`src/rtl/tape_sdram_arbiter_pkg.sv`:
```
// Shared types and defaults for the cassette-image SDRAM arbiter.
//   arb_state_t      : arbiter FSM state (IDLE / WRITE / READ)
//   TAPE_AW          : default SDRAM byte-address width
//   TAPE_FIFO_DEPTH  : default depth of the loader write buffer
package tape_sdram_pkg;

  typedef enum logic [1:0] {
    IDLE  = 2'd0,
    WRITE = 2'd1,
    READ  = 2'd2
  } arb_state_t;

  localparam int TAPE_AW         = 25;
  localparam int TAPE_FIFO_DEPTH = 4;

endpackage

```
`src/rtl/tape_sdram_arbiter_byte_wr_fifo.sv`:
```
// Small synchronous FIFO buffering loader {addr, data} writes.
//   clk, reset (async, active-low)
//   push/din   : enqueue; accepted when not full, or when full with a pop in the same cycle
//   pop/dout   : dequeue; dout always shows the head entry (first-word fall-through)
//   full/empty : registered status flags
module byte_wr_fifo
  import tape_sdram_pkg::*;
#(
  parameter int W     = 33,
  parameter int DEPTH = TAPE_FIFO_DEPTH
) (
  input  logic         clk,
  input  logic         reset,
  input  logic         push,
  input  logic         pop,
  input  logic [W-1:0] din,
  output logic [W-1:0] dout,
  output logic         full,
  output logic         empty
);

  localparam int PW = $clog2(DEPTH);
  localparam int CW = PW + 1;

  logic [W-1:0]  mem_r [DEPTH];
  logic [PW-1:0] wr_ptr_r;
  logic [PW-1:0] rd_ptr_r;
  logic [CW-1:0] count_r;
  logic [CW-1:0] count_s;
  logic          push_ok_s;
  logic          pop_ok_s;

  // Accept decisions and next occupancy; a pop frees the slot a full-FIFO push needs.
  always_comb begin
    pop_ok_s  = pop && !empty;
    push_ok_s = push && (!full || pop_ok_s);
    case ({push_ok_s, pop_ok_s})
      2'b10:   count_s = count_r + CW'(1'b1);
      2'b01:   count_s = count_r - CW'(1'b1);
      default: count_s = count_r;
    endcase
  end

  // Entry storage; contents only matter behind valid pointers, so no reset.
  always_ff @(posedge clk) begin
    if (push_ok_s) begin
      mem_r[wr_ptr_r] <= din;
    end
  end

  // Pointers, occupancy and registered status flags.
  always_ff @(posedge clk or negedge reset) begin
    if (!reset) begin
      wr_ptr_r <= {PW{1'b0}};
      rd_ptr_r <= {PW{1'b0}};
      count_r  <= {CW{1'b0}};
      full     <= 1'b0;
      empty    <= 1'b1;
    end else begin
      if (push_ok_s) wr_ptr_r <= wr_ptr_r + PW'(1'b1);
      if (pop_ok_s)  rd_ptr_r <= rd_ptr_r + PW'(1'b1);
      count_r <= count_s;
      full    <= (count_s == CW'(DEPTH));
      empty   <= (count_s == {CW{1'b0}});
    end
  end

  assign dout = mem_r[rd_ptr_r];

endmodule

```
`src/rtl/tape_sdram_arbiter.sv`:
```
// Arbitrates the byte-wide SDRAM port between the ioctl loader (buffered writes)
// and the cassette player (single outstanding read), with a read starvation
// guard and an access watchdog.
//   clk, reset (async, active-low), clear (sync clear of sticky flags)
//   wr_req/wr_addr/wr_data, wr_full        : loader side
//   rd_req/rd_addr, rd_busy/rd_data/rd_valid: player side
//   mem_addr/mem_din/mem_we/mem_rd, mem_dout/mem_ack : controller side
//   overflow, timeout_err                  : sticky error flags
module tape_sdram_arbiter
  import tape_sdram_pkg::*;
#(
  parameter int AW           = TAPE_AW,
  parameter int FIFO_DEPTH   = TAPE_FIFO_DEPTH,
  parameter int STARVE_LIMIT = 8,
  parameter int TIMEOUT      = 64
) (
  input  logic          clk,
  input  logic          reset,
  input  logic          wr_req,
  input  logic [AW-1:0] wr_addr,
  input  logic [7:0]    wr_data,
  output logic          wr_full,
  input  logic          rd_req,
  input  logic [AW-1:0] rd_addr,
  output logic          rd_busy,
  output logic [7:0]    rd_data,
  output logic          rd_valid,
  output logic [AW-1:0] mem_addr,
  output logic [7:0]    mem_din,
  output logic          mem_we,
  output logic          mem_rd,
  input  logic [7:0]    mem_dout,
  input  logic          mem_ack,
  input  logic          clear,
  output logic          overflow,
  output logic          timeout_err
);

  localparam int WW = $clog2(STARVE_LIMIT) + 1;
  localparam int TW = $clog2(TIMEOUT) + 1;

  arb_state_t     state_r;
  logic [AW-1:0]  rd_addr_r;
  logic [WW-1:0]  wait_r;
  logic [TW-1:0]  wd_r;
  logic [AW+7:0]  head_s;
  logic           fifo_empty_s;
  logic           starve_s;
  logic           grant_rd_s;
  logic           pop_s;
  logic           wd_fire_s;
  logic           drop_s;

  byte_wr_fifo #(
    .W     (AW + 8),
    .DEPTH (FIFO_DEPTH)
  ) u_fifo (
    .clk   (clk),
    .reset (reset),
    .push  (wr_req),
    .pop   (pop_s),
    .din   ({wr_addr, wr_data}),
    .dout  (head_s),
    .full  (wr_full),
    .empty (fifo_empty_s)
  );

  // Arbitration decisions; a starving read outranks queued writes.
  always_comb begin
    starve_s   = rd_busy && (wait_r >= WW'(STARVE_LIMIT));
    grant_rd_s = (state_r == IDLE) && rd_busy && (starve_s || fifo_empty_s);
    pop_s      = (state_r == IDLE) && !fifo_empty_s && !starve_s;
    // wd_r counts edges already spent in the access; this edge is number wd_r+1.
    wd_fire_s  = (state_r != IDLE) && !mem_ack && (wd_r >= TW'(TIMEOUT - 1));
    drop_s     = wr_req && wr_full && !pop_s;
  end

  // Read wait counter: counts ungranted pending cycles, saturates, clears on grant.
  always_ff @(posedge clk or negedge reset) begin
    if (!reset) begin
      wait_r <= {WW{1'b0}};
    end else if (grant_rd_s || !rd_busy) begin
      wait_r <= {WW{1'b0}};
    end else if ((state_r != READ) && (wait_r != {WW{1'b1}})) begin
      wait_r <= wait_r + WW'(1'b1);
    end else begin
      wait_r <= wait_r;
    end
  end

  // Sticky error flags; a new event in the same cycle as clear keeps the flag set.
  always_ff @(posedge clk or negedge reset) begin
    if (!reset) begin
      overflow    <= 1'b0;
      timeout_err <= 1'b0;
    end else begin
      if (drop_s)     overflow <= 1'b1;
      else if (clear) overflow <= 1'b0;
      else            overflow <= overflow;
      if (wd_fire_s)  timeout_err <= 1'b1;
      else if (clear) timeout_err <= 1'b0;
      else            timeout_err <= timeout_err;
    end
  end

  // Main FSM: issues one strobe per access, then waits for ack or watchdog.
  always_ff @(posedge clk or negedge reset) begin
    if (!reset) begin
      state_r   <= IDLE;
      rd_addr_r <= {AW{1'b0}};
      rd_busy   <= 1'b0;
      rd_data   <= 8'h00;
      rd_valid  <= 1'b0;
      mem_addr  <= {AW{1'b0}};
      mem_din   <= 8'h00;
      mem_we    <= 1'b0;
      mem_rd    <= 1'b0;
      wd_r      <= {TW{1'b0}};
    end else begin
      mem_we   <= 1'b0;
      mem_rd   <= 1'b0;
      rd_valid <= 1'b0;
      // Only one read outstanding; requests while busy are dropped.
      if (rd_req && !rd_busy) begin
        rd_addr_r <= rd_addr;
        rd_busy   <= 1'b1;
      end
      case (state_r)
        IDLE: begin
          wd_r <= {TW{1'b0}};
          if (grant_rd_s) begin
            mem_addr <= rd_addr_r;
            mem_rd   <= 1'b1;
            state_r  <= READ;
          end else if (pop_s) begin
            mem_addr <= head_s[AW+7:8];
            mem_din  <= head_s[7:0];
            mem_we   <= 1'b1;
            state_r  <= WRITE;
          end else begin
            state_r  <= IDLE;
          end
        end
        WRITE: begin
          if (mem_ack || wd_fire_s) begin
            state_r <= IDLE;
          end else begin
            wd_r    <= wd_r + TW'(1'b1);
          end
        end
        READ: begin
          if (mem_ack) begin
            rd_data  <= mem_dout;
            rd_valid <= 1'b1;
            rd_busy  <= 1'b0;
            state_r  <= IDLE;
          end else if (wd_fire_s) begin
            rd_busy  <= 1'b0;
            state_r  <= IDLE;
          end else begin
            wd_r     <= wd_r + TW'(1'b1);
          end
        end
        default: begin
          state_r <= IDLE;
        end
      endcase
    end
  end

endmodule
```
`config.mk`:
```
export PLATFORM = sky130hd
export DESIGN_NAME = tape_sdram_arbiter
export DESIGN_NICKNAME = d
export VERILOG_FILES = /design/src/rtl/tape_sdram_arbiter_pkg.sv /design/src/rtl/tape_sdram_arbiter_byte_wr_fifo.sv /design/src/rtl/tape_sdram_arbiter.sv
export SDC_FILE = /design/constraint.sdc
export NUM_CORES = 1
export LEC_CHECK = 0
export ABC_AREA = 1
export BUFFER_PORTS_ARGS = -buffer_cell sky130_fd_sc_hd__buf_2
export CAP_MARGIN = 10
export CELL_PAD_IN_SITES_DETAIL_PLACEMENT = 0
export CELL_PAD_IN_SITES_GLOBAL_PLACEMENT = 1
export CORE_MARGIN = 2
export CORE_UTILIZATION = 35
export CTS_CLUSTER_SIZE = 40
export DETAILED_ROUTE_END_ITERATION = 12
export PLACE_DENSITY_LB_ADDON = 0.1
export SLEW_MARGIN = 20
export SYNTH_ARGS = -nofsm -noshare
export SYNTH_HDL_FRONTEND = slang
export SYNTH_HIERARCHICAL = 1
export SYNTH_SLANG_ARGS = --single-unit
```
`constraint.sdc`:
```
create_clock -name clk -period 3.95 [get_ports clk]
set_input_delay 0.395 -clock clk [delete_from_list [all_inputs] [get_ports clk]]
set_output_delay 0.395 -clock clk [all_outputs]
set_load 0.005 [all_outputs]
```
[Word level (Yosys, flattened, before mapping)]
Memories as Yosys holds them, arrays and structs flattened.
Cells that the tools add are included.
W data, S select, Z words.
Cells by class
  reductions and logical operators: 36
  add/subtract/negate cells: 6
  equality and inequality tests: 12
  order comparisons: 2
  bitwise gates (word level): 1
  muxes and demuxes: 31
Operators by type and width (count)
  $mux W25: 2
  $mux W7: 3
  $pmux W7 S3: 1
  $mux W1: 17
  $logic_and A1 B1 Y1: 13
  $ne A2 B2 Y1 const B: 5
  $reduce_bool A2 Y1: 5
  $mux W2: 4
  $mux W4: 2
  $add A7 B1 Y7 const B: 1
  $ge A7 B6 Y1 const B: 1
  $logic_not A1 Y1: 6
  $pmux W2 S3: 1
  $pmux W3 S2: 1
  $reduce_and A2 Y1: 3
  $add A2 B1 Y2 const B: 2
  $add A4 B1 Y4 const B: 1
  $eq A2 B1 Y1 const B: 2
  $eq A2 B2 Y1 const B: 2
  $ge A4 B4 Y1 const B: 1
  $logic_or A1 B1 Y1: 4
  $ne A4 B4 Y1 const B: 1
  $reduce_and A4 Y1: 1
  $add A3 B1 Y3 const B: 1
  other kinds (8): 8
Word-level totals
  memories: 1
  bits in writable memories: 132
  output and inout bits: 48
  register bits after elaboration: 94
  word-level logic and storage cells: 107
Memory list
  u_fifo.mem_r: words 4, width 33, read ports 1, clocked after memory_dff 0, write ports 1, RTL line tape_sdram_arbiter_byte_wr_fifo.sv:25  | logic [W-1:0] mem_r [DEPTH];

[Longest topological paths before layout]
Gate-level depths: netlist (run 1).
  word-level depth: 10
  gate-level depth with buffers: 16

[Cells and area by module]
Netlist (run 1), hierarchy kept.
Modules (own cells, without submodules)
  byte_wr_fifo: sequential area each 4190.3 um^2, cells each 375, instances 1, area each 5386.4 um^2
  tape_sdram_arbiter: sequential area each 2127.0 um^2, cells each 407, instances 1, area each 3759.9 um^2

[Least setup slack after synthesis (run 1)]
OpenSTA, ideal clock, no wires.
  path type: flip-flop to flip-flop
  start point: register state_r[0]
  end point: memory u_fifo.mem_r[0][0], enable pin
  path slack: 0.661 ns
  library setup time: 0.423 ns
  period minus slack after synthesis: 3.289 ns
  stages on the path, launching flop included: 10
  path buffers: 1
  data arrival time: 2.866 ns
  path through: dfrtp_1 inv_1 ha_1 nand3_2 inv_2 buf_2 nand2_1 nand2_1 nand2_2 nor2_1
Between the ends
  cells in the longest elaborated chain, start to end: 8
RTL lines
  from (decl): RTL line tape_sdram_arbiter.sv:42  | arb_state_t state_r;
  from (signal assigned): RTL line tape_sdram_arbiter.sv:109  | state_r <= IDLE;
  from (signal assigned): RTL line tape_sdram_arbiter.sv:134  | state_r <= READ;
  from (signal assigned): RTL line tape_sdram_arbiter.sv:139  | state_r <= WRITE;
  $logic_not A2 Y1: RTL line tape_sdram_arbiter.sv:72  | pop_s = (state_r == IDLE) && !fifo_empty_s && !starve_s;
  $logic_and A1 B1 Y1 (2 in a row): RTL line tape_sdram_arbiter.sv:72
  via pop_s: RTL line tape_sdram_arbiter.sv:50  | logic pop_s;
  $logic_and A1 B1 Y1: RTL line tape_sdram_arbiter_byte_wr_fifo.sv:35  | pop_ok_s = pop && !empty;
  $logic_or A1 B1 Y1: RTL line tape_sdram_arbiter_byte_wr_fifo.sv:36  | push_ok_s = push && (!full || pop_ok_s);
  $logic_and A1 B1 Y1: RTL line tape_sdram_arbiter_byte_wr_fifo.sv:36
  $mux W1: RTL line tape_sdram_arbiter_byte_wr_fifo.sv:46  | if (push_ok_s) begin
  $mux W1 (implied by the code): RTL line tape_sdram_arbiter_byte_wr_fifo.sv:47  | mem_r[wr_ptr_r] <= din;
  to (decl): RTL line tape_sdram_arbiter_byte_wr_fifo.sv:25
The timed path passes the listed nets, and every way through them passes these cells.

[Worst setup path in the final report (run 1)]
  start point: register state_r[1]
  end point: register u_fifo.full
Between the ends
  cells in the longest elaborated chain, start to end: 9
  elaborated cells between the ends (all ways): 10
  those cells by class: eq/ne (3); mux (1); reduce/logical (6)
RTL lines
  $logic_not A2 Y1 (*): RTL line tape_sdram_arbiter.sv:72
  $logic_and A1 B1 Y1 (*) (2 in a row): RTL line tape_sdram_arbiter.sv:72
  $logic_and A1 B1 Y1 (*): RTL line tape_sdram_arbiter_byte_wr_fifo.sv:35
  $logic_or A1 B1 Y1: RTL line tape_sdram_arbiter_byte_wr_fifo.sv:36
  $logic_and A1 B1 Y1: RTL line tape_sdram_arbiter_byte_wr_fifo.sv:36
  $eq A2 B1 Y1 or $eq A2 B2 Y1 (tied branches): RTL line tape_sdram_arbiter_byte_wr_fifo.sv:37  | case ({push_ok_s, pop_ok_s})
  $pmux W3 S2 (*): RTL line tape_sdram_arbiter_byte_wr_fifo.sv:37
  $eq A3 B3 Y1 (*): RTL line tape_sdram_arbiter_byte_wr_fifo.sv:63  | full <= (count_s == CW'(DEPTH));
  to (signal assigned): RTL line tape_sdram_arbiter_byte_wr_fifo.sv:63
  to (decl): RTL line tape_sdram_arbiter_byte_wr_fifo.sv:18  | output logic full,
Mark *: on every way between the ends. The rest lies on a longest branch, timed or not.
A chain may end at the register's enable or synchronous reset.

==> results of run 1 <==
[Yosys cell counts, types with 4 or more instances]
| cell type | n | share of area, % |
|---|---|---|
| a21oi_1 | 29 | 1.6 |
| buf_2 | 18 | 0.98 |
| buf_6 | 7 | 0.86 |
| clkbuf_1 | 7 | 0.29 |
| dfrtp_1 | 93 | 25 |
| edfxtp_1 | 132 | 43 |
| ha_1 | 12 | 1.6 |
| inv_1 | 56 | 2.3 |
| inv_2 | 4 | 0.16 |
| nand2_1 | 86 | 3.5 |
| nand2_2 | 4 | 0.27 |
| nand3_1 | 67 | 3.7 |
| nor2_1 | 111 | 4.6 |
| o211ai_1 | 14 | 1.1 |
| o211ai_2 | 10 | 1.4 |
| o21ai_0 | 69 | 3.8 |
| o21ai_1 | 6 | 0.33 |
| o22ai_1 | 33 | 2.3 |
| xor2_1 | 6 | 0.57 |
[kinds of logic (layout without fill, tap and decap cells)]
kind of cell,count (synthesis),after routing,synth area share (%)
DFF,226,226,69.1
and+or+nand+nor,273,273,12.5
xor gates and xnor gates,7,7,0.670
AOI/OAI and AO/OA,163,163,10.7
other,0,2,0
buffers and inverters,99,239,5.03
muxes,1,1,0.123
adders and majority gates,13,13,1.86
[registers in the layout (all words and copies together), names as in the netlist, 2 cells and up]
signal           flops
mem_addr            25
mem_din              8
rd_addr_r           25
rd_data              8
state_r              2
u_fifo/count_r       3
u_fifo/mem_r       132
u_fifo/rd_ptr_r      2
u_fifo/wr_ptr_r      2
wait_r               4
wd_r                 7
[power groups by stage]
stage               combinational [mW]  sequential [mW]  clock [mW]
global route                      3.31             3.57        2.49
finish                            2.94             3.50        2.32
detailed placement                2.97             3.55           0
global placement                  2.91             3.53           0
CTS                               2.99             3.50        2.39
floorplan                         1.98             3.53           0
[layer usage]
| metal | share of wire, % | vias up |
|---|---|---|
| met5 | 0.12 | - |
| met4 | 1.8 | 4 |
| met3 | 5.7 | 30 |
| met2 | 43 | 166 |
| met1 | 49 | 3003 |
| li1 | - | 2969 |
[final cells by class]
cell class	count	area (sq um)
diodes	2	5.00
multi-input cells	457	2400
clock inverters	10	126
well taps	335	419
fillers	2484	14900
flip-flops and latches	226	6320
repair buffers	133	703
clock buffers	35	693
inverters	61	229
[worst register-to-register path, delay by kind of cell (launching register included)]
family	cells	cell delay, ns
adder cells (fa/ha/maj)	3	0.99
AND/OR/NAND/NOR	5	0.66
flip-flops	1	0.41
AO/OA/AOI/OAI	2	0.37
buffers and inverters	2	0.18
[worst max path at each step]
| stage | start | end | slack, ns | cells past startpoint |
|---|---|---|---|---|
| 5_1_grt | state_r[0]$_DFFE_PN0P_ | u_fifo/full$_DFF_PN0_ | 0.96 | 12 |
| 4_1_cts | state_r[1]$_DFFE_PN0P_ | u_fifo/full$_DFF_PN0_ | 1.25 | 12 |
| 2_1_floorplan | state_r[0]$_DFFE_PN0P_ | u_fifo/mem_r[0][0]$_DFFE_PP_ | 0.66 | 9 |
| 3_3_place_gp | state_r[0]$_DFFE_PN0P_ | u_fifo/mem_r[3][17]$_DFFE_PP_ | 1.43 | 9 |
| 6_report | state_r[1]$_DFFE_PN0P_ | u_fifo/full$_DFF_PN0_ | 1.27 | 12 |
| 3_5_place_dp | state_r[1]$_DFFE_PN0P_ | u_fifo/mem_r[3][17]$_DFFE_PP_ | 1.27 | 9 |
[metrics by stage]
| step | total power, mW | worst slack, ns |
|---|---|---|
| after floorplan | 5.51 | 0.661 |
| after global placement | 6.43 | 1.43 |
| after detailed placement | 6.52 | 1.27 |
| after CTS | 8.89 | 1.25 |
| after global routing | 9.36 | 0.960 |
| final | 8.76 | 1.27 |
==> results_dict.tcl, run 1 <==
set metrics [dict create \
    status "complete, but fails checks" \
    violations "hold timing" \
    reg2reg_slack_ns 1.27 \
    grt_max_degree 74 \
    critical_path.top_delay_family "adder cells" \
    cts_setup_buffers 0 \
    synth_edf_count 132 \
    p_leak_nw 4.60 \
    cts_resized 0 \
    path_max_fanout 7 \
    die_x_um 166 \
    vdd_drop_max_uv 275 \
    vias 6172 \
    grt_busiest_layer "met1" \
    fin_util_pct 42.2 \
    ys_warn_count 6 \
    gp_congestion 0.738 \
    worst_ep_arrival_time_ns 3.12 \
    drc 0 \
    reg2reg_to "u_fifo/full$_DFF_PN0_" \
    crit_chain "inv_1, ha_1, nand3_2, inv_2, nand2_1, nand2_1, nand2_2, ha_1, fa_1, o21ai_0, nand2_1, a21oi_1" \
    syn_area_per_cell_sq_um 11.7 \
    final_max_slew_viol_count 0 \
    rows 59 \
    wire_per_inst_um 17.5 \
    setup_viol 0 \
    fmax_mhz 374 \
    p_int_mw 5.62 \
    rr_worst_depth 12 \
    crit_path_start_kind "flop" \
    antenna_found_initial 4 \
    grtUsageMet2_pct 23.2 \
    hold_viol_final 3 \
    dr.pass1.iters 4 \
    pwr-share-seq_pct 40.0 \
    holdBufCountCts 0 \
    place.port_buffers 119 \
    path_class "reg2reg" \
    grt_use_total_pct 15.7 \
    rsz0062_at_grt "false" \
    drive_above_1_share_pct 21.4 \
    wl_mm 22.0 \
    start_util_pct 35.4 \
    crit_top_cell "nand2_1" \
    syn_inst 782 \
    numCtsBuffers 25 \
    final_common_cell "edfxtp_1" \
    powerDensity_mw_per_mm2 804 \
    synthFlopType "edfxtp_1" \
    via_per_inst 4.90 \
    synth.distinct_cells 33 \
    gr-total-overflow 0 \
    htree_num_levels 1 \
    cp.required_ns 4.39 \
    worst_slew_pin_slew_ns 0.994 \
    ant_nets 0 \
    met3_usage_pct 3.44 \
    power_frac_clock_pct 26.5 \
    maxCapViolations 0 \
    place_inst 1212 \
    slowest_delay_ns 0.44 \
    clk_pin_slew_ns 0.06 \
    grt_pass1_wl_mm 34.4 \
    worstSkewPairLatency_ns 0.52 \
    place_area_sq_mm 0.0101 \
    holdCritPathClass "in2async" \
    cts.sinks 226 \
    async_flop_share_pct 41.6 \
    seq_area_frac_synth_pct 69.1 \
    ios 120 \
    syn2layout_area_growth_pct 19.1 \
    initialDrtViolationCount 378 \
    first_global_vias 6008 \
    design_area_sq_mm 0.0109 \
    final_cell_mix "edfxtp_1 (132), buf_2 (118), nor2_1 (107)" \
    min_period_ns 2.68 \
    slew_headroom_pct 33.7 \
    coreArea_sq_mm 0.0258 \
    cts_root_buffer "clkbuf_16" \
    syn-num-nets 867 \
    slowest_stage "fa_1" \
    cts.path.max_buffers 3 \
    netlist_area_sq_mm 0.00915 \
    r2r-start "state_r[1]$_DFFE_PN0P_" \
    die-area_sq_mm 0.0274 \
    ys_seq_elements 226 \
    met1_usage_pct 23.3 \
    fin_skew_ns 0.0106 \
    end_kind "flop" \
    whs_ns -0.0137 \
    comb_power_share_pct 33.5 \
    switching_power_mw 3.13 \
    hpwlAfterDp_mm 13.9 \
    critPathBufInv 2 \
    fin_crit_sh_pct 67.7 \
    finalSetupTns_ns 0 \
    final_cells 1259 \
    dieHeight_um 166 \
    cts_tree "built" \
    layout.nets 989 \
    swShare_pct 35.8 \
]
Power figures use the tool's default switching activity.
==> run 2, diff against run 1 <==
Clock period 3.95 ns to 2.76 ns, I/O delays scaled along.
==> run 2 against run 1 <==
  * The flow now finishes without violations
  * Critical path depth did not move
  * Clock skew fell by 0.0041 ns
  * Clock-buffer cell count fell by 7
  * Final cell count rose by 4.5%
  * Fmax rose by 12%
  * Clock power rose by 50%
  * Critical endpoint unchanged
  * Total power rose by 47%
  * Via count rose by 2.5%
  * Die area did not move
  * Non-clock buffer count rose by 55
==> results_dict.tcl, run 2 (synthesis gave the netlist of run 1 again) <==
set metrics [dict create \
    status "complete, no violations" \
    path_class "reg2reg" \
    cts_resized 0 \
    final_common_cell "edfxtp_1" \
    htree_num_levels 1 \
    slew_headroom_pct 40.0 \
    reg2reg_to "u_fifo/full$_DFF_PN0_" \
    holdCritPathClass "in2reg" \
    worst_ep_arrival_time_ns 2.84 \
    final_cell_mix "edfxtp_1 (132), buf_2 (118), nor2_1 (107)" \
    drc 0 \
    initialDrtViolationCount 295 \
    wl_mm 21.9 \
    grt_use_total_pct 15.8 \
    syn2layout_area_growth_pct 26.5 \
    maxCapViolations 0 \
    ant_nets 0 \
    min_period_ns 2.40 \
    worst_slew_pin_slew_ns 0.898 \
    cts_root_buffer "clkbuf_16" \
    setup_viol 0 \
    reg2reg_slack_ns 0.36 \
    crit_chain "inv_1, ha_1, nand3_2, inv_2, nand2_1, nand2_1, nand2_2, ha_1, fa_1, o21ai_0, nand2_1, a21oi_1" \
    whs_ns 0.0170 \
    final_max_slew_viol_count 0 \
    crit_path_start_kind "flop" \
    via_per_inst 4.81 \
    ios 120 \
    cts_setup_buffers 0 \
    rr_worst_depth 12 \
    cts.path.max_buffers 3 \
    fin_crit_sh_pct 86.8 \
    slowest_delay_ns 0.43 \
    wire_per_inst_um 16.6 \
    finalSetupTns_ns 0 \
    p_leak_nw 4.88 \
    min_from "rd_addr[6]" \
    rsz0062_at_grt "false" \
    cts.sinks 226 \
    die_x_um 166 \
    largest_reg_flops 132 \
    numCtsBuffers 26 \
    hold_end "rd_addr_r[6]$_DFFE_PN0P_" \
    dr.pass1.iters 4 \
    cts_tree "built" \
    grt_pass1_wl_mm 35.0 \
    hold_viol_final 0 \
    clk_pin_slew_ns 0.06 \
    coreArea_sq_mm 0.0258 \
    path_depth 12 \
    vdd_drop_max_uv 517 \
    crit_top_cell "nand2_1" \
    power_mw 12.8 \
    reg_top3 "u_fifo/mem_r x132, mem_addr x25, rd_addr_r x25" \
    start_util_pct 35.4 \
    fin_skew_ns 0.00649 \
    fmax_mhz 417 \
    regMostFlops "u_fifo/mem_r" \
    gp_congestion 0.768 \
    path_max_fanout 4 \
    grt_max_degree 67 \
    first_global_vias 6359 \
    critical_path.top_delay_family "adder cells" \
    holdBufCountCts 54 \
    place.port_buffers 119 \
    gr-total-overflow 0 \
    layout.nets 1045 \
    design_area_sq_mm 0.0116 \
    place_area_sq_mm 0.0101 \
    vias 6324 \
    hold_path_depth 3 \
    critPathBufInv 2 \
    end_kind "flop" \
    powerDensity_mw_per_mm2 1110 \
    drive_above_1_share_pct 21.0 \
    rows 59 \
    hpwlAfterDp_mm 13.7 \
    antenna_found_initial 1 \
    worstSkewPairLatency_ns 0.52 \
    dieHeight_um 166 \
    slowest_stage "fa_1" \
    die-area_sq_mm 0.0274 \
    r2r-start "state_r[0]$_DFFE_PN0P_" \
    cp.required_ns 3.21 \
]
## run 2: cell types whose count changed in the layout (fill, tap and decap cells not counted), sizes merged
cell | before | now
clkinv | 6 | 13
clkinvlp | 1 | 3
dlygate4sd3 | 0 | 54
buf | 133 | 134
bufinv | 3 | 4
clkbuf | 35 | 28
diode | 2 | 1
## run 2: layout make-up
cell class	instances	area [sq um]
Tap cell	335	419
Sequential cell	226	6320
Timing Repair Buffer	188	1310
Clock buffer	28	679
Clock inverter	20	210
Antenna cell	1	2.50
Fill cell	2422	14300
Multi-Input combinational cell	457	2400
Inverter	61	229
## run 2: stage by stage
stage,cells,setup WS (ns),utilization (%)
after floorplan,782,-0.529,-
after global placement,1213,0.465,39.2
after detailed placement,1213,0.362,39.2
after CTS,1315,0.351,44.8
after global routing,1316,0.119,44.8
final,1316,0.363,44.8
## run 2: power breakdown
part	leakage (nW)	total (mW)	switching [mW]	internal, mW
Clock	0.431	3.49	1.34	2.15
Combinational	2.11	4.34	2.83	1.52
Sequential	2.35	5.00	0.366	4.63
Total	4.88	12.8	4.53	8.30
## run 2: how the worst max path moves through the flow
| stage | startpoint | to | slack (ns) |
|---|---|---|---|
| floorplan | state_r[0]$_DFFE_PN0P_ | u_fifo/mem_r[0][0]$_DFFE_PP_ | -0.53 |
| global placement | state_r[0]$_DFFE_PN0P_ | u_fifo/full$_DFF_PN0_ | 0.46 |
| detailed placement | state_r[0]$_DFFE_PN0P_ | u_fifo/full$_DFF_PN0_ | 0.36 |
| CTS | state_r[0]$_DFFE_PN0P_ | u_fifo/full$_DFF_PN0_ | 0.35 |
| global route | state_r[0]$_DFFE_PN0P_ | u_fifo/full$_DFF_PN0_ | 0.12 |
| finish | state_r[0]$_DFFE_PN0P_ | u_fifo/full$_DFF_PN0_ | 0.36 |
## run 2: worst reg2reg max path, cell delays in order (launching register included)
cell and delay, ns:
dfrtp_1 0.40, inv_1 0.11, ha_1 0.25, nand3_2 0.11
inv_2 0.06, nand2_1 0.12, nand2_1 0.12, nand2_2 0.06
ha_1 0.23, fa_1 0.43, o21ai_0 0.21, nand2_1 0.11
a21oi_1 0.12
## run 2: layer usage
layer	up-vias	GRT usage, %	part of all wire (%)
met4	0	3.97	1.9
met3	33	2.60	6.4
li1	3080	-	-
met2	165	24.6	44
met1	3046	23.3	48
met5	-	0	0
